===== config.mk =====
export PLATFORM = sky130hd
export DESIGN_NAME = dbg_reg_scanner
export DESIGN_NICKNAME = d
export VERILOG_FILES = /design/src/rtl/dbg_reg_scanner.sv
export SDC_FILE = /design/constraint.sdc
export NUM_CORES = 1
export LEC_CHECK = 0
export CAP_MARGIN = 20
export CORE_UTILIZATION = 40
export CTS_BUF_LIST = sky130_fd_sc_hd__clkbuf_4 sky130_fd_sc_hd__clkbuf_8
export DETAILED_ROUTE_END_ITERATION = 10
export HOLD_SLACK_MARGIN = 0.15
export MAX_ROUTING_LAYER = met4
export PLACE_DENSITY = 0.89
export SYNTH_ARGS = -nofsm -noshare
export SYNTH_HDL_FRONTEND = slang
export SYNTH_SLANG_ARGS = --single-unit

===== constraint.sdc =====
create_clock -name clk -period 3.31 [get_ports clk]
set_input_delay 0.993 -clock clk [delete_from_list [all_inputs] [get_ports clk]]
set_output_delay 0.993 -clock clk [all_outputs]
set_load 0.01 [all_outputs]

===== src/rtl/dbg_reg_scanner.sv =====
// Debug register scanner: walks the register-file debug port and captures one
// selected source per step into a registered display latch.
// Optional build macro SCAN_SKIP_X0_EN: when defined, x0 is never scanned
// (index resets to 1 and wraps 31 -> 1).
module dbg_reg_scanner #(
    parameter int unsigned DWELL_CYCLES = 4
) (
    input  logic        clk,
    input  logic        rst,
    input  logic        scan_en,
    input  logic        step,
    input  logic [1:0]  disp_sel,
    input  logic [31:0] reg_data,
    input  logic [31:0] pc_in,
    input  logic [31:0] addr_in,
    input  logic [31:0] data_in,
    output logic [4:0]  reg_sel,
    output logic [31:0] disp_data,
    output logic [4:0]  disp_idx,
    output logic        disp_valid
);

    localparam int unsigned IDX_W  = 5;
    localparam int unsigned DATA_W = 32;
    localparam int unsigned CNT_W  = $clog2(DWELL_CYCLES + 1);
    localparam logic [CNT_W-1:0] CNT_LAST = CNT_W'(DWELL_CYCLES - 1);

`ifdef SCAN_SKIP_X0_EN
    localparam logic [IDX_W-1:0] IDX_FIRST = IDX_W'(1);
`else
    localparam logic [IDX_W-1:0] IDX_FIRST = IDX_W'(0);
`endif

    typedef enum logic [1:0] {
        IDLE    = 2'd0,
        SETTLE  = 2'd1,
        CAPTURE = 2'd2,
        HOLD    = 2'd3
    } state_t;

    state_t              state;
    logic [IDX_W-1:0]    idx;
    logic [IDX_W-1:0]    idx_inc;
    logic [CNT_W-1:0]    dwell_cnt;
    logic                step_q;
    logic                step_rise;
    logic [DATA_W-1:0]   mux_data;

    assign reg_sel   = idx;
    assign step_rise = step & ~step_q;

    // Next scan index; the top register wraps back to the first scanned one.
    always_comb begin
        idx_inc = idx + IDX_W'(1);
        if (idx == IDX_W'(31)) begin
            idx_inc = IDX_FIRST;
        end
    end

    // Display source select.
    always_comb begin
        mux_data = reg_data;
        case (disp_sel)
            2'd0: mux_data = reg_data;
            2'd1: mux_data = pc_in;
            2'd2: mux_data = addr_in;
            2'd3: mux_data = data_in;
            default: mux_data = reg_data;
        endcase
    end

    // Scan FSM with step edge detect, dwell timing and display capture.
    always_ff @(posedge clk) begin
        if (rst) begin
            state      <= IDLE;
            idx        <= IDX_FIRST;
            dwell_cnt  <= '0;
            step_q     <= 1'b0;
            disp_data  <= '0;
            disp_idx   <= '0;
            disp_valid <= 1'b0;
        end else begin
            step_q     <= step;
            disp_valid <= 1'b0;
            case (state)
                IDLE: begin
                    if (scan_en) begin
                        state <= SETTLE;
                    end else if (step_rise) begin
                        idx   <= idx_inc;
                        state <= SETTLE;
                    end
                end
                // One full cycle for reg_data to follow the new reg_sel.
                SETTLE: begin
                    state <= CAPTURE;
                end
                CAPTURE: begin
                    disp_data  <= mux_data;
                    disp_idx   <= idx;
                    disp_valid <= 1'b1;
                    dwell_cnt  <= '0;
                    state      <= HOLD;
                end
                HOLD: begin
                    disp_data <= mux_data;
                    if (!scan_en) begin
                        dwell_cnt <= '0;
                        state     <= IDLE;
                    end else if (dwell_cnt == CNT_LAST) begin
                        idx   <= idx_inc;
                        state <= SETTLE;
                    end else begin
                        dwell_cnt <= dwell_cnt + CNT_W'(1);
                    end
                end
                default: begin
                    state <= IDLE;
                end
            endcase
        end
    end

endmodule


After elaboration in Yosys (flattened, before gate mapping)
Index checks and enable logic that the tools add are counted.
- register bits: 49
- input port bits: 134
- output and inout port bits: 43
- word-level logic and storage cells: 50
- $add $sub $neg: 2
- equality and inequality tests: 15
- mux-type cells: 16
- bitwise gates (word level): 2
- reduce and logical (&&, ||, !) cells: 8
- operators with widths (operator ; number):
    $pmux W32 S4 ; 1
    $mux W5 ; 5
    $pmux W5 S2 ; 1
    $ne A3 B3 Y1 const B ; 3
    $eq A2 B2 Y1 const B ; 4
    $mux W2 ; 4
    $ne A2 B2 Y1 const B ; 4
    $pmux W2 S4 ; 1
    $mux W3 ; 2
    $pmux W3 S2 ; 1
    $add A5 B1 Y5 const B ; 1
    $eq A5 B5 Y1 const B ; 1
    $reduce_and A5 Y1 ; 1
    $eq A2 B1 Y1 const B ; 2
    $logic_not A2 Y1 ; 2
    $reduce_and A2 Y1 ; 2
    $reduce_bool A2 Y1 ; 2
    $add A3 B1 Y3 const B ; 1
    $eq A3 B2 Y1 const B ; 1
    $reduce_or A2 Y1 ; 1
    $and A1 B1 Y1 ; 1
    $mux W1 ; 1
    $not A1 Y1 ; 1

Longest topological paths before layout
Gate-level depths: netlist of the first run.
- depth after elaboration: 5
- mapped depth: 8
- mapped depth without buffers: 6

Worst setup path before layout of the first run
Ideal clock, no wire load.
- path kind: input port to flip-flop
- start point: input port disp_sel[0]
- end point: register disp_data[9]
- setup time: 0.134 ns
- arrival time: 2.079 ns
- data required time: 3.176 ns
- slack: 1.097 ns
- cell stages on the path: 5
- buffers on the path: 2
- cells stage by stage: clkbuf_1 > buf_4 > mux4_2 > nand2_1 > a21oi_1
- word-level cells in the longest chain between the ends: 2
- elaborated cells on any way between the ends: 5
- those cells by class: eq/ne: 3; mux: 1; reduce/logical: 1
- ends and longest elaborated chain (item ; line ; RTL):
    start, declared ; 12 ; input logic [1:0] disp_sel,
    $eq A2 B2 Y1, or another cell as far along ; 63 ; case (disp_sel)
    $pmux W32 S4 (*) ; 63 ;
    end signal, assigned ; 99 ; disp_data <= mux_data;
    end signal, assigned ; 106 ; disp_data <= mux_data;
    end, declared ; 18 ; output logic [31:0] disp_data,
Every way passes the cells marked *; elsewhere a longest branch is shown, timed or not.
A chain may end at the register's enable or synchronous reset.

Worst setup path after layout of the first run
- start point: input port scan_en
- end point: register idx[0] (netlist: reg_sel[0])
- word-level cells in the longest chain between the ends: 2
- elaborated cells on any way between the ends: 3
- those cells by class: eq/ne: 2; reduce/logical: 1
- ends and longest elaborated chain (item ; line ; RTL):
    start, declared ; 10 ; input logic scan_en,
    $ne A2 B2 Y1 (no source line) ; n/a ;
    $reduce_and A5 Y1 (no source line) (*) ; n/a ;
    end signal, assigned ; 90 ; idx <= idx_inc;
    end signal, assigned ; 111 ; idx <= idx_inc;
    end, declared ; 42 ; logic [IDX_W-1:0] idx;
Marks and branches as above.

==> run summary, run 1 <==
Hold Vio Cnt, Final: 0
Row count: 29
Total power: 2130 uW
Hold Crit Class: flip-flop to flip-flop
Setup TNS Final: 0 ps
Post-synth EDFFs: 0
Yosys reg bits: 49
Synth Instances: 277
Final Max Slew Viols: 0
Required @ worst endpoint: 3530 ps
Crit. End Element: flip-flop
Top-area cell type share of the netlist area: 36.0%
Fmax: 409 MHz
Final nets: 586
Port Buffers: 176
Avg Synthesized Cell Area: 9.85 um^2
Resize count post-CTS: 0
Crit-path cells: clkdlybuf4s50_1, nand2b_4, or4_1, a21o_1, o31ai_2
RSZ-0062 raised after global routing: no
Via-to-Cell Ratio: 5.31
Slew HR: 60.9%
Setup Crit Path Kind: primary input to flip-flop
Vias in the first global route: 2905
Area of the die: 7150 um^2
First-pass iteration count of the detailed router: 6
Initial antenna violation count: 0
FF-to-FF setup slack: 1370 ps
Wire length per cell: 16.3 um
Tmin final: 2440 ps
Die Height: 84.6 um
Skew final: 7.81 ps
# diodes: 0
Critical path peak fanout: 6
Most frequent cell after synthesis: nand2_1
Mapped Area: 2730 um^2
Distinct cell type count after synthesis: 33
CP peak stage delay: 590 ps
Area growth syn-to-layout: 70.6%
Largest delay share family, worst path: simple AND/OR/NAND/NOR gates
Tightest hold margin: 456 ps
Worst skew pair latency: 290 ps
Area of placed instances: 4530 um^2
CP arrival: 2660 ps
DRC Markers: 0
Post-synth top flop: dfxtp_1
Clock Pin Slew Worst Setup and Hold Paths: 90 ps
Root Driver: clkbuf_8
1st-iter DRT viols: 110
Period utilisation layout: 73.9%
Leak Pwr: 0.00166 uW
Grt total ovfl: 0
I/O pins: 177
Vias: 2764
Final setup violating endpoints: 0
Post-Layout Inst Area: 4650 um^2
Starting Density: 42.2%
First-pass GRT wire length: 13700 um
Top cells by count, synth: 69 x nand2_1, 49 x dfxtp_1, 40 x a21oi_1, 32 x mux4_2, 11 x clkbuf_1
CP max-delay cell: or4_1
PwrDens: 458 nW/um^2
Syn nets: 420
Max Cap Violations: 0
Worst-margin pin slew: 586 ps
Detailed Place HPWL: 6870 um
Antenna Nets Post-Route: 0
CTS Hold Buffers Added: 0
Share of layout cells above drive strength 1: 11.5%
Max IR drop VDD: 238 uV
Post-Route WL: 8510 um
Htree depth: 2
Top cell type by total area after synthesis: dfxtp_1
Seq/Total Area, Yosys: 36.0%
Async S/R FF share, synth: 0%
Final GP Congestion: 0.861
GRT Overall Usage: 25.2%
Die X: 84.6 um
Startpoint Class: primary input
CTS tree: yes
Status: complete, no violations
Post-CTS Setup Bufs: 0
Clock tree buffer depth: 2
Ys Warns: 0
Largest net degree at the start of global routing: 33
Clk sink count: 49
Top cells by area, synth: dfxtp_1 36%, mux4_2 26%, nand2_1 9.5%
WP buf/inv: 1
Core area: 6460 um^2
TritonCTS Buffers: 5
[where the power goes]
group / total, uW / switching [uW] / internal [uW]
clock network: 440 / 194 / 246
registers: 770 / 71.4 / 698
logic: 921 / 423 / 498
total: 2130 / 689 / 1440
[cells by family (layout without fill, tap and decap cells)]
logic type / count (synthesis) / in the layout / share of synthesized area (%)
AND/OR/NAND/NOR: 100 / 100 / 16.1
multiplexers: 38 / 38 / 28.6
AO/OA/AOI/OAI: 53 / 53 / 10.9
adder cells (fa/ha/maj): 9 / 9 / 4.13
buffers and inverters: 28 / 195 / 4.36
flip-flops: 49 / 49 / 36.0
[flip-flops by register name (all words and copies together) (netlist names)]
| signal | count |
|---|---|
| disp_data | 32 |
| step_q | 1 |
| reg_sel | 5 |
| state | 2 |
| disp_valid | 1 |
| dwell_cnt | 3 |
| disp_idx | 5 |
[layout make-up]
cell class                 instances  area (um^2)
inverter                           6         22.5
sequential                        49          981
timing repair buffer             181         1800
fill                             466         1810
multi-input combinational        200         1630
clock inverter                     2         37.5
tap                               77         96.3
clock buffer                       6         82.6
[per-stage QoR]
stage               std cells  utilization [%]  worst slack (ps)
floorplan                 277                -              1100
global placement          513             70.2               633
detailed placement        513             70.2               582
CTS                       521             72.0               890
global route              521             72.0               833
finish                    521             72.0               865
[path summary, 6_finish.rpt]
kind / from / end / depth (start not counted)
hold reg to reg: disp_data[3] / disp_data[3] / 2
setup reg to reg: dwell_cnt[0] / reg_sel[0] / 6
setup / recovery: scan_en / reg_sel[0] / 5
hold / removal: disp_data[3] / disp_data[3] / 2
[routing by layer]
metal	GRT usage [%]	routed length, um	vias up
met4	10.5	334	0
met3	4.92	504	27
met1	27.7	3250	1303
met5	-	0	-
li1	-	-	1321
met2	44.6	4420	113
[tightest hold or removal path, delay by kind of cell (launching register included)]
family,cells,cell delay [ps]
DFF,1,320
and+or+nand+nor,1,50
AOI/OAI and AO/OA,1,50
[cells in the final DEF, fill, tap and decap left out, types with 2 or more instances in the layout]
cell type / Yosys / routed
and2b_1: 2 / 2
nand4_1: 2 / 2
nor2b_1: 2 / 2
nand2_1: 69 / 69
clkbuf_8: 0 / 6
nand3_1: 4 / 4
o32ai_1: 2 / 2
buf_2: 2 / 2
clkdlybuf4s50_1: 0 / 174
a21oi_1: 40 / 40
nand2b_1: 2 / 2
ha_1: 9 / 9
dfxtp_1: 49 / 49
mux2i_1: 6 / 6
mux4_2: 32 / 32
o21ai_0: 3 / 3
nor2_1: 10 / 9
buf_4: 3 / 4
inv_1: 6 / 6
or3_1: 2 / 2
a21o_1: 3 / 3
Power figures use the tool's default switching activity.
==> run 2, diff against run 1 <==
Settings changed: CORE_UTILIZATION 40 to 38, PLACE_DENSITY 0.89 to 0.85.
Clock period 3.31 ns to 2.44 ns, I/O delays scaled along.
==> run 2 against run 1 <==
Count of clock-buffer cells in the layout grew 2; clock power grew 9.3%; via count grew 1.0%; worst hold slack lost 1.9 ps; non-clock buffer count grew 4; sequential share of layout area shrank 0.22 points; critical path depth is the same; sequential power grew 34%; register-to-register slack lost 850 ps; critical path type unchanged.
==> run summary, run 2 (synthesized netlist as in run 1, its figures left out) <==
Commonest non-fill, non-tap cell in the layout: clkdlybuf4s50_1 (unchanged)
Row count: 30 (was 29)
Leak Pwr: 0.00168 uW (was 0.00166 uW)
Reg2Reg Capture Point: reg_sel[0] (unchanged)
Hold Vio Cnt, Final: 0 (unchanged)
Clock Pin Slew Worst Setup and Hold Paths: 80 ps (was 90 ps)
CTS tree: yes (unchanged)
Commonest non-fill, non-tap cells in the layout: 174 x clkdlybuf4s50_1, 69 x nand2_1, 49 x dfxtp_1 (unchanged)
Htree depth: 2 (unchanged)
Share of layout cells above drive strength 1: 12.3% (was 11.5%)
M1 WL: 3320 um (was 3250 um)
R2r startpoint: dwell_cnt[0] (unchanged)
Biggest register: disp_data (unchanged)
Setup Crit Path Kind: primary input to flip-flop (unchanged)
Termination of the worst setup path: reg_sel[0] (unchanged)
Worst R2R Path Depth: 6 (unchanged)
Vias: 2792 (was 2764)
Detailed Place HPWL: 7000 um (was 6870 um)
DRC Markers: 0 (unchanged)
Starting Density: 39.7% (was 42.2%)
Final Max Slew Viols: 0 (unchanged)
TritonCTS Buffers: 5 (unchanged)
# diodes: 0 (unchanged)
Period utilisation layout: 90.1%
Grt total ovfl: 0 (unchanged)
I/O pins: 177 (unchanged)
Max reg flops: 32 (unchanged)
Worst-margin pin slew: 453 ps (was 586 ps)
Largest net degree at the start of global routing: 33 (unchanged)
Final setup violating endpoints: 0 (unchanged)
Status: complete, no violations (unchanged)
Die X: 86.7 um (was 84.6 um)
RSZ-0062 raised after global routing: no (unchanged)
Max IR drop VDD: 372 uV (was 238 uV)
Port Buffers: 176 (unchanged)
Core area: 6870 um^2 (was 6460 um^2)
Initial antenna violation count: 0 (unchanged)
Top sig layer: met4 (unchanged)
Clk pwr share: 17.2% (was 20.6%)
Comb pwr share: 45.9% (was 43.2%)
Crit. Startpoint: scan_en (unchanged)
CTS Hold Buffers Added: 0 (unchanged)
Critical path peak fanout: 6 (unchanged)
PwrDens: 595 nW/um^2 (was 458 nW/um^2)
Clk sink count: 49 (unchanged)
Fin util: 68.5% (was 72.0%)
Max Cap Violations: 0 (unchanged)
Slew HR: 69.8% (was 60.9%)
Switching pwr: 919 uW (was 689 uW)
Tightest hold margin: 454 ps (was 456 ps)
Skew final: 4.94 ps (was 7.81 ps)
Int Power: 1880 uW (was 1440 uW)
Tmin final: 2200 ps
Final GP Congestion: 0.796 (was 0.861)
Share of power burned in registers: 36.9% (was 36.1%)
Metal3 WL: 452 um (was 504 um)
FF-to-FF setup slack: 520 ps (was 1370 ps)
Required @ worst endpoint: 2650 ps (was 3530 ps)
First-pass iteration count of the detailed router: 4 (was 6)
1st-iter DRT viols: 82 (was 110)
Via-to-Cell Ratio: 5.13 (was 5.31)
Crit. End Element: flip-flop (unchanged)
Final nets: 590 (was 586)
Fmax: 455 MHz
Startpoint Class: primary input (unchanged)
Sw Share: 32.8% (was 32.3%)
Hold Crit Class: flip-flop to flip-flop (unchanged)
First-pass GRT wire length: 13500 um (was 13700 um)
Clock tree buffer depth: 2 (unchanged)
Wire length per cell: 15.6 um (was 16.3 um)
Worst skew pair latency: 290 ps (about the same)
Die Height: 86.7 um (was 84.6 um)
Root Driver: clkbuf_8 (unchanged)
Antenna Nets Post-Route: 0 (unchanged)
Post-Route WL: 8470 um (was 8510 um)
Area of the die: 7520 um^2 (was 7150 um^2)
Post-CTS Setup Bufs: 0 (unchanged)
WL met2: 4480 um (was 4420 um)
Resize count post-CTS: 0 (unchanged)
CP arrival: 2410 ps (was 2660 ps)
Vias in the first global route: 2914 (was 2905)
GRT Overall Usage: 24.4% (was 25.2%)
Area growth syn-to-layout: 72.4% (was 70.6%)
[run 2: cell count changes in the layout (fill, tap and decap cells not counted)]
cell,change
buf_12,+2
buf_4,+2
bufinv_16,-1
clkbuf_4,+3
clkbuf_8,-1
clkinvlp_4,-1
[run 2: worst min-delay path by stage]
stage | startpoint | end | slack, ps | cells past startpoint
2_1_floorplan | dwell_cnt[2] | dwell_cnt[2] | 430 | 2
6_report | disp_data[7] | disp_data[7] | 450 | 2
5_1_grt | disp_data[7] | disp_data[7] | 470 | 2
3_3_place_gp | disp_data[0] | disp_data[0] | 440 | 2
4_1_cts | disp_data[21] | disp_data[21] | 450 | 2
3_5_place_dp | disp_data[21] | disp_data[21] | 440 | 2
[run 2: layer usage]
metal	GRT usage, %	up-vias
met2	42.9	115
li1	-	1330
met5	-	-
met4	7.88	0
met1	27.9	1328
met3	4.95	19
[run 2: critical path, cell delays in order]
cell,delay (ps)
clkdlybuf4s50_1,480
nand2b_4,180
or4_1,590
a21o_1,260
o31ai_2,160
[run 2: layout make-up]
type / instances / area, um^2
clock buffers: 8 / 91.3
fillers: 557 / 2170
inverters: 6 / 22.5
multi-input cells: 200 / 1630
flip-flops and latches: 49 / 981
well taps: 96 / 120
repair buffers: 185 / 1860
[run 2: power groups by stage]
stage                     sequential [uW]  combinational, uW  clock, uW
after floorplan                      1110                578          0
after global placement               1050               1260          0
after detailed placement             1050               1300          0
after CTS                            1030               1300        496
after global routing                 1050               1400        530
final                                1030               1280        481
[run 2: per-stage QoR]
stage	setup TNS (ps)	area [um^2]	setup slack, ps	total power (uW)	instances
after floorplan	0	2730	488	1680	277
after global placement	0	4610	23.6	2300	536
after detailed placement	-46.2	4610	-44.4	2350	536
after CTS	0	4700	266	2830	544
after global routing	0	4700	214	2980	544
final	0	4700	240	2800	544
